==> src/rtl/score_disp_pkg.sv <==
// Shared types, sizes and the double-dabble step used by the score display scheduler.
package score_disp_pkg;

   typedef enum logic [1:0] {IDLE, PICK, CONV, SHOW} state_t;

   localparam int BCD_W    = 4;
   localparam int DD_STEPS = 8;

   // Work word is {hund, tens, ones, binary}; add 3 to any digit >= 5, then shift left by one.
   function automatic logic [19:0] dd_step(input logic [19:0] x);
      logic [19:0] t;
      t = x;
      if (t[19:16] >= 4'd5) t[19:16] = t[19:16] + 4'd3;
      if (t[15:12] >= 4'd5) t[15:12] = t[15:12] + 4'd3;
      if (t[11:8]  >= 4'd5) t[11:8]  = t[11:8]  + 4'd3;
      return {t[18:0], 1'b0};
   endfunction

endpackage

==> src/rtl/bin2bcd_seq.sv <==
// Iterative 8-bit binary to 3-digit BCD converter: one double-dabble step per cycle.
module bin2bcd_seq
   import score_disp_pkg::*;
(
   input  logic             Clk,
   input  logic             Reset_n,
   input  logic             start,
   input  logic [7:0]       din,
   output logic             done,
   output logic [BCD_W-1:0] hund,
   output logic [BCD_W-1:0] tens,
   output logic [BCD_W-1:0] ones
);

   logic [19:0] work_q, work_d, step;
   logic [2:0]  cnt_q, cnt_d;
   logic        run_q, run_d;

   always_comb begin
      step   = dd_step(work_q);
      work_d = work_q;
      cnt_d  = cnt_q;
      run_d  = run_q;
      if (start) begin
         work_d = {12'd0, din};
         cnt_d  = 3'd0;
         run_d  = 1'b1;
      end else if (run_q) begin
         work_d = step;
         cnt_d  = cnt_q + 3'd1;
         if (cnt_q == 3'(DD_STEPS - 1)) run_d = 1'b0;
      end
   end

   always_ff @(posedge Clk or negedge Reset_n) begin
      if (!Reset_n) begin
         work_q <= '0;
         cnt_q  <= '0;
         run_q  <= 1'b0;
      end else begin
         work_q <= work_d;
         cnt_q  <= cnt_d;
         run_q  <= run_d;
      end
   end

   // Digits are the result of the step in flight, so the caller can register them on the last step.
   assign done = run_q && (cnt_q == 3'(DD_STEPS - 1));
   assign hund = step[19:16];
   assign tens = step[15:12];
   assign ones = step[11:8];

endmodule

==> src/rtl/score_display_sched.sv <==
// Shares one 3-digit BCD display among NUM_CH latched 8-bit values, rotating round-robin.
module score_display_sched
   import score_disp_pkg::*;
#(
   parameter  int NUM_CH = 4,
   parameter  int DWELL  = 50_000_000,
   localparam int CW     = $clog2(NUM_CH)
) (
   input  logic                  Clk,
   input  logic                  Reset_n,
   input  logic [NUM_CH-1:0]     Wr_En,
   input  logic [NUM_CH*8-1:0]   Wr_Data,
   input  logic                  Hold,
   output logic [BCD_W-1:0]      Bcd_Hund,
   output logic [BCD_W-1:0]      Bcd_Tens,
   output logic [BCD_W-1:0]      Bcd_Ones,
   output logic [CW-1:0]         Disp_Ch,
   output logic                  Disp_Valid,
   output logic                  Busy
);

   localparam int DW = $clog2(DWELL);
   localparam logic [DW-1:0] DW_MAX = DW'(DWELL - 1);

   state_t              state_q, state_d;
   logic [7:0]          val_q [NUM_CH];
   logic [7:0]          val_d [NUM_CH];
   logic [NUM_CH-1:0]   present_q, present_d;
   logic [CW-1:0]       rr_q, rr_d, pick_ch, snap_ch, idx;
   logic [DW-1:0]       dwell_q, dwell_d;
   logic                refresh_q, refresh_d, recon_q, recon_d, found, start;
   logic [BCD_W-1:0]    hund_q, hund_d, tens_q, tens_d, ones_q, ones_d;
   logic [BCD_W-1:0]    cvt_hund, cvt_tens, cvt_ones;
   logic [CW-1:0]       ch_q, ch_d;
   logic                valid_q, valid_d, cvt_done;

   always_comb begin
      for (int i = 0; i < NUM_CH; i++)
         val_d[i] = Wr_En[i] ? Wr_Data[8*i +: 8] : val_q[i];
      present_d = present_q | Wr_En;
   end

   // First present channel after the round-robin pointer, wrapping around.
   always_comb begin
      pick_ch = rr_q;
      found   = 1'b0;
      idx     = '0;
      for (int k = 1; k <= NUM_CH; k++) begin
         idx = CW'((int'(rr_q) + k) % NUM_CH);
         if (!found && present_q[idx]) begin
            pick_ch = idx;
            found   = 1'b1;
         end
      end
   end

   always_comb begin
      state_d = state_q;
      rr_d    = rr_q;
      dwell_d = dwell_q;
      recon_d = recon_q;
      start   = 1'b0;
      snap_ch = rr_q;
      case (state_q)
         IDLE: if (|present_q) state_d = PICK;
         PICK: begin
            start   = 1'b1;
            snap_ch = pick_ch;
            rr_d    = pick_ch;
            dwell_d = '0;
            recon_d = 1'b0;
            state_d = CONV;
         end
         CONV: begin
            // A refresh conversion keeps the dwell running so the channel's slot is not stretched.
            if (recon_q && dwell_q != DW_MAX) dwell_d = dwell_q + 1'b1;
            if (cvt_done) begin
               state_d = SHOW;
               recon_d = 1'b0;
            end
         end
         SHOW: begin
            if (dwell_q != DW_MAX) dwell_d = dwell_q + 1'b1;
            if (refresh_q) begin
               start   = 1'b1;
               recon_d = 1'b1;
               state_d = CONV;
            end else if (dwell_q == DW_MAX && !Hold) begin
               state_d = PICK;
               dwell_d = '0;
            end
         end
         default: state_d = IDLE;
      endcase
   end

   always_comb begin
      if (start)
         refresh_d = Wr_En[snap_ch];
      else if (state_q == CONV || state_q == SHOW)
         refresh_d = refresh_q | Wr_En[rr_q];
      else
         refresh_d = 1'b0;
      hund_d  = hund_q;
      tens_d  = tens_q;
      ones_d  = ones_q;
      ch_d    = ch_q;
      valid_d = valid_q;
      if (cvt_done) begin
         hund_d  = cvt_hund;
         tens_d  = cvt_tens;
         ones_d  = cvt_ones;
         ch_d    = rr_q;
         valid_d = 1'b1;
      end
   end

   always_ff @(posedge Clk or negedge Reset_n) begin
      if (!Reset_n) begin
         state_q   <= IDLE;
         for (int i = 0; i < NUM_CH; i++) val_q[i] <= '0;
         present_q <= '0;
         rr_q      <= CW'(NUM_CH - 1);
         dwell_q   <= '0;
         refresh_q <= 1'b0;
         recon_q   <= 1'b0;
         hund_q    <= '0;
         tens_q    <= '0;
         ones_q    <= '0;
         ch_q      <= '0;
         valid_q   <= 1'b0;
      end else begin
         state_q   <= state_d;
         for (int i = 0; i < NUM_CH; i++) val_q[i] <= val_d[i];
         present_q <= present_d;
         rr_q      <= rr_d;
         dwell_q   <= dwell_d;
         refresh_q <= refresh_d;
         recon_q   <= recon_d;
         hund_q    <= hund_d;
         tens_q    <= tens_d;
         ones_q    <= ones_d;
         ch_q      <= ch_d;
         valid_q   <= valid_d;
      end
   end

   bin2bcd_seq u_bin2bcd (
      .Clk     (Clk),
      .Reset_n (Reset_n),
      .start   (start),
      .din     (val_q[snap_ch]),
      .done    (cvt_done),
      .hund    (cvt_hund),
      .tens    (cvt_tens),
      .ones    (cvt_ones)
   );

   assign Bcd_Hund   = hund_q;
   assign Bcd_Tens   = tens_q;
   assign Bcd_Ones   = ones_q;
   assign Disp_Ch    = ch_q;
   assign Disp_Valid = valid_q;
   assign Busy       = (state_q == PICK) || (state_q == CONV);

endmodule

==> config.mk <==
export PLATFORM = sky130hd
export DESIGN_NAME = score_display_sched
export DESIGN_NICKNAME = d
export VERILOG_FILES = /design/src/rtl/score_disp_pkg.sv /design/src/rtl/bin2bcd_seq.sv /design/src/rtl/score_display_sched.sv
export SDC_FILE = /design/constraint.sdc
export NUM_CORES = 1
export LEC_CHECK = 0
export ABC_AREA = 1
export CAP_MARGIN = 0
export CORE_MARGIN = 3
export CORE_UTILIZATION = 50
export CTS_CLUSTER_DIAMETER = 150
export DETAILED_ROUTE_END_ITERATION = 8
export PLACE_DENSITY_LB_ADDON = 0.3
export SYNTH_ARGS = -nofsm -noshare
export SYNTH_HDL_FRONTEND = slang
export SYNTH_SLANG_ARGS = --single-unit
==> constraint.sdc <==
create_clock -name Clk -period 2.8 [get_ports Clk]
set_input_delay 0.7 -clock Clk [delete_from_list [all_inputs] [get_ports Clk]]
set_output_delay 0.7 -clock Clk [all_outputs]
set_load 0.01 [all_outputs]
# Word level (Yosys, flattened, before mapping)
# Cells that the tools add are included.
# W data, S select, Z words.
# totals
mem_bits_ro	0
latch_bits	0
in_bits	39
register_bits	107
output_inout_bits	16
memories	0
wordCells	120
ramBits	0
# op_classes
add_sub_neg	9
shift	0
multipliers	0
bitwise	3
n_mux	50
div_mod_pow	0
magnitude_cmp	10
reduce_logical	19
eq_ne	11
# ops
cell	n
$mux W26	4
$pmux W26 S3	1
$mux W20	2
$add A26 B1 Y26 const B	1
$eq A26 B26 Y1 const B	1
$ne A26 B26 Y1 const B	1
$lt A2 B3 Y1 const B	6
$mux W2	9
$mux W1	17
$bmux W8 S2	1
$mux W8	2
$bmux W1 S2	6
$ge A4 B3 Y1 const B	3
$mux W3	3
$add A4 B2 Y4 const B	2
$mux W4	2
$ne A2 B2 Y1 const B	4
$pmux W2 S4	1
$logic_and A1 B1 Y1	6
$reduce_and A3 Y1	2
$add A2 B1 Y2 const B	2
$add A2 B2 Y2 const B	2
$eq A2 B2 Y1 const B	2
$logic_not A1 Y1	4
other kinds (17)	18

# Longest topological paths before layout
# Gate-level depths: netlist (run 1).
# depth
ltp_word	19
mapped_depth	16

# Cells and area by module
# Synthesis (run 1) repeated with hierarchy kept, for this count alone.
# unflattened
hier_cells	810
hier_area_um2	6200.9
# by_module_without_submodules
module	area_per_inst_um2	seq_area_each_um2	n_inst	cells_each
score_display_sched	4782.1	2079.5	1	639
bin2bcd_seq	1418.9	600.6	1	171

# Least setup slack after synthesis (run 1)
# No wires, ideal clock.
# synth_timing
kind	flip-flop to flip-flop
start	register state_q[0]
end	register u_bin2bcd.work_q[10]
synth_period_minus_slack_ns	1.887
setup_slack_ns	0.913
stages_incl_launch_ff	12
arrival_time_ns	1.805
required_time_ns	2.717
n_path_buf	3
path_cell_list	dfrtp_1 > ha_1 > buf_2 > nand2_2 > inv_1 > nor2_1 > inv_1 > buf_2 > nor2_1 > inv_2 > buf_4 > o22ai_1
# synth_between
elab_chain_len	3
elab_cells_between_ends	5
# synth_lines
item	line_no	source
start, declared	score_display_sched.sv:25	state_t state_q, state_d;
start signal, assigned	score_display_sched.sv:133	state_q <= state_d;
$eq A2 B2 Y1 / $eq A2 B1 Y1 (equally long branches)	score_display_sched.sv:64	case (state_q)
$pmux W1 S2 (*)	score_display_sched.sv:64	
$mux W20 / $reduce_bool A2 Y1 (equally long branches)	--	
end signal, assigned	bin2bcd_seq.sv:41	work_q <= work_d;
end, declared	bin2bcd_seq.sv:15	logic [19:0] work_q, work_d, step;
# Mark *: on every way between the ends. The rest lies on a longest branch, timed or not.
# A chain may end at the register's enable or synchronous reset.

# Final worst setup path (run 1)
# layout_timing
start	register state_q[1]
end	register u_bin2bcd.work_q[2]
# layout_between
elab_chain_len	7
elab_cells_between_ends	10
# layout_lines
item	line_no	source
$eq A2 B1 Y1	score_display_sched.sv:64	
$mux W2	--	
$not A2 Y3 (not written as such)	score_display_sched.sv:152	.din (val_q[snap_ch]),
$bmux W8 S2	score_display_sched.sv:152	
$mux W8 (not written as such) (2 in series)	score_display_sched.sv:152	
$mux W20	bin2bcd_seq.sv:24	if (start) begin
# Parallel ways exist; a longest one is shown, timed or not. The select of a mux whose other input is x is not followed.

==> flow_summary.json, run 1 <==
{
  "cp_common_cell": "inv_1",
  "worst_pin_slew_ns": 0.520,
  "p_leak_nw": 3.33,
  "r2r-start": "state_q[1]$_DFFE_PN0P_",
  "skew_ns": 0.00828,
  "setup_slack_ns": 0.337,
  "critPathSlowestCell": "clkinv_1",
  "antenna_found_initial": 0,
  "crit_required_ns": 3.10,
  "routed_via_density": 5.46,
  "ant_nets": 0,
  "drt-wirelength-per-cell_um": 15.3,
  "clockBufferDepth": 2,
  "drv_cap": 0,
  "min_path_type": "input pin to asynchronous set/reset pin",
  "synthesis.area_um2": 6120,
  "cts_resized": 0,
  "cts_hold_buf": 0,
  "placedInstanceArea_um2": 6750,
  "die_h_um": 117,
  "reg2regPathDepth": 9,
  "endpoint_kind": "flip-flop",
  "cp-startpoint": "state_q[1]$_DFFE_PN0P_",
  "yosys_warnings": 0,
  "n_antenna_cell": 0,
  "area_growth_pct": 14.9,
  "fp.dieW_um": 117,
  "firstDrtPassIters": 8,
  "synth_top_area_share_pct": 43.0,
  "root_buffer": "clkbuf_16",
  "overflow": 0,
  "fmax_ghz": 0.406,
  "fin_cells": 997,
  "slew_violations": 0,
  "synth_area_leader_cell": "dfrtp_1",
  "cts.clk_slew.worst_paths_ns": 0.07,
  "cts_buffers": 9,
  "cts-htree-levels": 3,
  "critPathLaunchType": "flip-flop",
  "fin_setup_tns_ns": 0,
  "drive_gt1_share_pct": 7.96,
  "fill_cells": 1025,
  "grt_pass1_wl_mm": 25.8,
  "seq_area_frac_synth_pct": 43.8,
  "grt_max_degree": 39,
  "cts_tree": "yes",
  "grt_usage_pct": 24.0,
  "syn_nets": 858,
  "synth.distinct_cells": 47,
  "synth_seq_cells": 107,
  "p_total_mw": 6.69,
  "path_max_fanout": 19,
  "crit_arrival_ns": 2.76,
  "clock_latency_ns": 0.35,
  "design_area_um2": 7030,
  "core_um2": 11700,
  "final.period_utilization_pct": 88.0,
  "setup_viol": 0,
  "drc": 0,
  "post_cts.repair.setup_buffers": 0,
  "gp_congestion": 0.901,
  "io_pins": 55,
  "syn_area_per_cell_um2": 7.60,
  "final_hold_viol_count": 0,
  "rrSetupSlack_ns": 0.34,
  "wirelength_mm": 15.3,
  "nNetsFinal": 902,
  "num_rows": 39,
  "grt_pass1_vias": 5446,
  "power_density_nw_per_um2": 952,
  "place_hpwl_mm": 11.4,
  "dp_slack_ns": 0.377,
  "rsz0062_at_grt": "false",
  "timing.final.crit_period_ns": 2.46,
  "path_cells": "inv_1 -> ha_1 -> nor2_1 -> inv_1 -> nor2_2 -> clkinv_1 -> o22ai_1 -> inv_1 -> nand2_1",
  "drtIter0Drc": 389,
  "r2r_end": "u_bin2bcd.work_q[2]$_DFFE_PN0P_",
  "synth.area.top_cells": "dfrtp_1 43%, nand2_1 17%, nand3_1 5.7%, inv_1 4.7%, nor2_1 3.3%",
  "path_class": "flip-flop to flip-flop",
  "dieArea_um2": 13600,
  "ir_drop_v": 0.000576,
  "synthCells": 805,
  "status": "completed",
  "maxSlewHeadroom_pct": 65.3,
  "placed_cells": 981,
  "clock-sinks": 107,
  "initial_core_util_pct": 52.5,
  "slowest_delay_ns": 0.47,
  "io_buffer_count": 54,
  "vias": 5443
}
[cell usage in the layout, fill, tap and decap left out, types with 4 or more instances in the layout]
master           count
xor2_1              14
nand4_1              7
nor2_1              53
clkinvlp_4           4
ha_1                14
nand2_4              4
o22ai_1             19
nand2_2             12
inv_1               77
nand3_2              6
inv_2                4
nor3_1              12
nand3b_1             9
clkdlybuf4s50_1     53
dfrtp_1            105
clkbuf_16            9
o211ai_1             5
nand2_1            272
o21ai_0             39
nand3_1             70
a21oi_1             17
o21ai_2              5
buf_4                5
[cells in the mapped netlist, drive strengths merged]
cell and instances:
o221ai 1, nand3 76, nor3b 1, a22o 2
o2111ai 1, a211oi 3, or2 2, o21ai 44
a31oi 1, and2 2, o22ai 19, inv 83
nand4 8, nor2 56, nor3 15, o21bai 1
dfrtp 105, a21oi 18, buf 13, o211ai 5
ha 14, xor2 14, nor4 2, nand2 288
dfstp 2, nand3b 9, a22oi 2, clkinv 2
clkbuf 14, xnor2 2
[through the flow]
stage          hold slack [ns]  utilization [%]
2_1_floorplan            0.404                -
3_3_place_gp             0.447             57.8
3_5_place_dp             0.451             57.8
4_1_cts                  0.331             60.3
5_1_grt                  0.348             60.3
6_report                 0.321             60.3
[state kept, by name, summed over array words and instances, names as in the netlist]
signal	flops
u_bin2bcd.run_q	1
Disp_Ch	2
dwell_q	26
state_q	2
Bcd_Tens	4
Disp_Valid	1
u_bin2bcd.cnt_q	3
recon_q	1
present_q	4
refresh_q	1
u_bin2bcd.work_q	20
Bcd_Hund	4
Bcd_Ones	4
rr_q	2
val_q	32
[critical path, delay by kind of cell (launching register included)]
family,cells,cell delay (ns)
buffers and inverters,4,0.87
flip-flops,1,0.41
AO/OA/AOI/OAI,1,0.34
adder cells (fa/ha/maj),1,0.28
AND/OR/NAND/NOR,3,0.52
[cell type report]
type / instances / area (µm²) / share of cell area (%)
Sequential cell: 107 / 2680 / 38.1
Timing Repair Buffer: 60 / 608 / 8.65
Clock buffer: 11 / 243 / 3.45
Clock inverter: 5 / 38.8 / 0.552
Inverter: 85 / 332 / 4.72
Tap cell: 143 / 179 / 2.55
Multi-Input combinational cell: 586 / 2950 / 41.9
[layer usage]
| metal | up-vias | GRT usage (%) | part of all wire (%) |
|---|---|---|---|
| li1 | 2682 | - | - |
| met1 | 2605 | 32.0 | 46 |
| met2 | 136 | 39.8 | 47 |
| met3 | 20 | 5.39 | 5.0 |
| met4 | 0 | 6.12 | 1.5 |
| met5 | - | 0 | 0 |
[cells by family after synthesis]
group           count (synthesis)  synth area share, %
fa+ha+maj                      14                 2.86
simple gates                  459                 33.5
flops                         107                 43.8
compound gates                 97                 9.53
buf+inv                       112                 8.02
xor+xnor                       16                 2.29
[worst max-delay path by stage]
stage | endpoint
floorplan | u_bin2bcd.work_q[10]$_DFFE_PN0P_
global placement | u_bin2bcd.work_q[6]$_DFFE_PN0P_
detailed placement | u_bin2bcd.work_q[2]$_DFFE_PN0P_
CTS | Busy
global route | u_bin2bcd.work_q[5]$_DFFE_PN0P_
finish | u_bin2bcd.work_q[2]$_DFFE_PN0P_
[power breakdown]
part           internal [mW]  total [mW]  switching (mW)
logic                   1.14        3.19            2.06
clock network          0.630        1.21           0.580
registers               1.95        2.28           0.333
total                   3.72        6.69            2.97
Note: power is estimated with default switching activity, not from simulation.
==> run 2: changes to the inputs <==
CORE_UTILIZATION = 59   (was 50)
==> run 2 against run 1 <==
Sequential cell count unchanged. Utilization up 9.5 points. Cell count down 1.0%. Highest routed layer unchanged. Largest cell class unchanged. Largest power group unchanged. Worst setup slack worse by 0.00089 ns.
==> flow_summary.json, run 2 (synthesized netlist as in run 1, its figures left out) <==
{
  "grt_max_degree": 57,
  "drtIter0Drc": 419,
  "fin_cells": 987,
  "final_hold_viol_count": 0,
  "timing.critical_path.buf_inv": 2,
  "ir_drop_v": 0.000667,
  "crit_arrival_ns": 1.76,
  "crit_required_ns": 2.10,
  "clockBufferDepth": 2,
  "fmax_ghz": 0.406,
  "maxSlewHeadroom_pct": 62.6,
  "wirelength_mm": 14.6,
  "setup_viol": 0,
  "drv_cap": 0,
  "top_regs": "val_q (32), dwell_q (26), u_bin2bcd.work_q (20)",
  "p_leak_nw": 3.29,
  "slew_violations": 0,
  "vias": 5489,
  "fin_setup_tns_ns": 0,
  "die_h_um": 108,
  "drt-wirelength-per-cell_um": 14.8,
  "root_buffer": "clkbuf_8",
  "grt_usage_pct": 27.3,
  "top_register": "val_q",
  "path_max_fanout": 5,
  "status": "completed",
  "num_rows": 36,
  "skew_ns": 0.00991,
  "final.period_utilization_pct": 88.0,
  "drc": 0,
  "ant_nets": 0,
  "cts_hold_buf": 0,
  "overflow": 0,
  "io_pins": 55,
  "path_cells": "inv_1 -> ha_1 -> clkdlybuf4s50_1",
  "timing.final.crit_period_ns": 2.46,
  "final_cell_mix": "272 x nand2_1, 105 x dfrtp_1, 77 x inv_1",
  "critPathSlowestCell": "clkdlybuf4s50_1",
  "n_antenna_cell": 0,
  "cts-htree-levels": 3,
  "cts_tree": "yes",
  "final_common_cell": "nand2_1",
  "grt_pass1_wl_mm": 25.2,
  "slowest_delay_ns": 0.53,
  "nNetsFinal": 902,
  "rsz0062_at_grt": "false",
  "grt_pass1_vias": 5428,
  "cts_buffers": 9,
  "endpoint_kind": "output pin",
  "clock_latency_ns": 0.39,
  "gp_congestion": 0.973,
  "largest_reg_flops": 32,
  "firstDrtPassIters": 5,
  "power_density_nw_per_um2": 926,
  "cts.clk_slew.worst_paths_ns": 0.11,
  "initial_core_util_pct": 61.7,
  "path_class": "flip-flop to output pin",
  "fp.dieW_um": 108,
  "routed_via_density": 5.56,
  "drive_gt1_share_pct": 8.20,
  "area_growth_pct": 13.0,
  "placed_cells": 971,
  "place_hpwl_mm": 10.8,
  "clock-sinks": 107,
  "dieArea_um2": 11600,
  "antenna_found_initial": 0,
  "fill_cells": 817,
  "io_buffer_count": 54,
  "min_path_type": "input pin to asynchronous set/reset pin",
  "critPathLaunchType": "flip-flop",
  "core_um2": 9910,
  "worst_pin_slew_ns": 0.560,
  "cp_top_family": "buffers and inverters",
  "post-route-util_pct": 69.8
}
-- run 2: area by class of cell --
class / instances / area [µm²] / area share, %
Clock buffer: 10 / 138 / 1.99
Tap cell: 133 / 166 / 2.41
Sequential cell: 107 / 2680 / 38.8
Inverter: 85 / 335 / 4.85
Multi-Input combinational cell: 586 / 2950 / 42.6
Timing Repair Buffer: 60 / 596 / 8.61
Clock inverter: 6 / 53.8 / 0.778
-- run 2: path summary, 6_finish.rpt --
check | start | endpoint | slack [ns] | depth (start not counted)
setup / recovery | state_q[1]$_DFFE_PN0P_ | Busy | 0.34 | 3
hold / removal | Reset_n | dwell_q[22]$_DFFE_PN0P_ | 0.29 | 1
setup reg to reg | state_q[1]$_DFFE_PN0P_ | u_bin2bcd.work_q[6]$_DFFE_PN0P_ | 0.41 | 9
hold reg to reg | val_q[13]$_DFFE_PN0P_ | val_q[13]$_DFFE_PN0P_ | 0.48 | 2
max in group asynchronous | Reset_n | Bcd_Hund[0]$_DFFE_PN0P_ | 1.84 | 2
min in group Clk | val_q[13]$_DFFE_PN0P_ | val_q[13]$_DFFE_PN0P_ | 0.48 | 2
-- run 2: worst register-to-register path, delay by kind of cell (launching register included) --
kind / cells / cell delay [ns]
buffers and inverters: 4 / 0.78
AO/OA/AOI/OAI: 1 / 0.26
adder cells (fa/ha/maj): 1 / 0.27
flip-flops: 1 / 0.43
AND/OR/NAND/NOR: 3 / 0.59
-- run 2: timing repair --
item	CTS	global route
setup endpoints to repair	0	1
buffers inserted	0	0
gates resized for setup	0	1
-- run 2: through the flow --
| stage | total power, mW | cell area, µm² | setup slack (ns) | hold WS [ns] |
|---|---|---|---|---|
| 6_report | 6.40 | 6920 | 0.336 | 0.287 |
| 5_1_grt | 6.94 | 6920 | 0.145 | 0.308 |
| 4_1_cts | 6.40 | 6910 | 0.273 | 0.286 |
| 3_5_place_dp | 5.45 | 6720 | 0.285 | 0.460 |
| 3_3_place_gp | 5.29 | 6720 | 0.464 | 0.447 |
| 2_1_floorplan | 4.65 | 6120 | 0.913 | 0.404 |
-- run 2: where the power goes --
group	switching, mW	leakage [nW]	internal [mW]
sequential	0.345	1.34	1.95
clock	0.576	0.0958	0.365
combinational	2.03	1.86	1.13
-- run 2: routing by layer --
metal,up-vias,track usage [%],routed length (µm)
met5,-,0,0
li1,2691,-,-
met3,18,6.12,1010
met2,192,43.5,6850
met4,0,7.75,184
met1,2588,37.6,6600
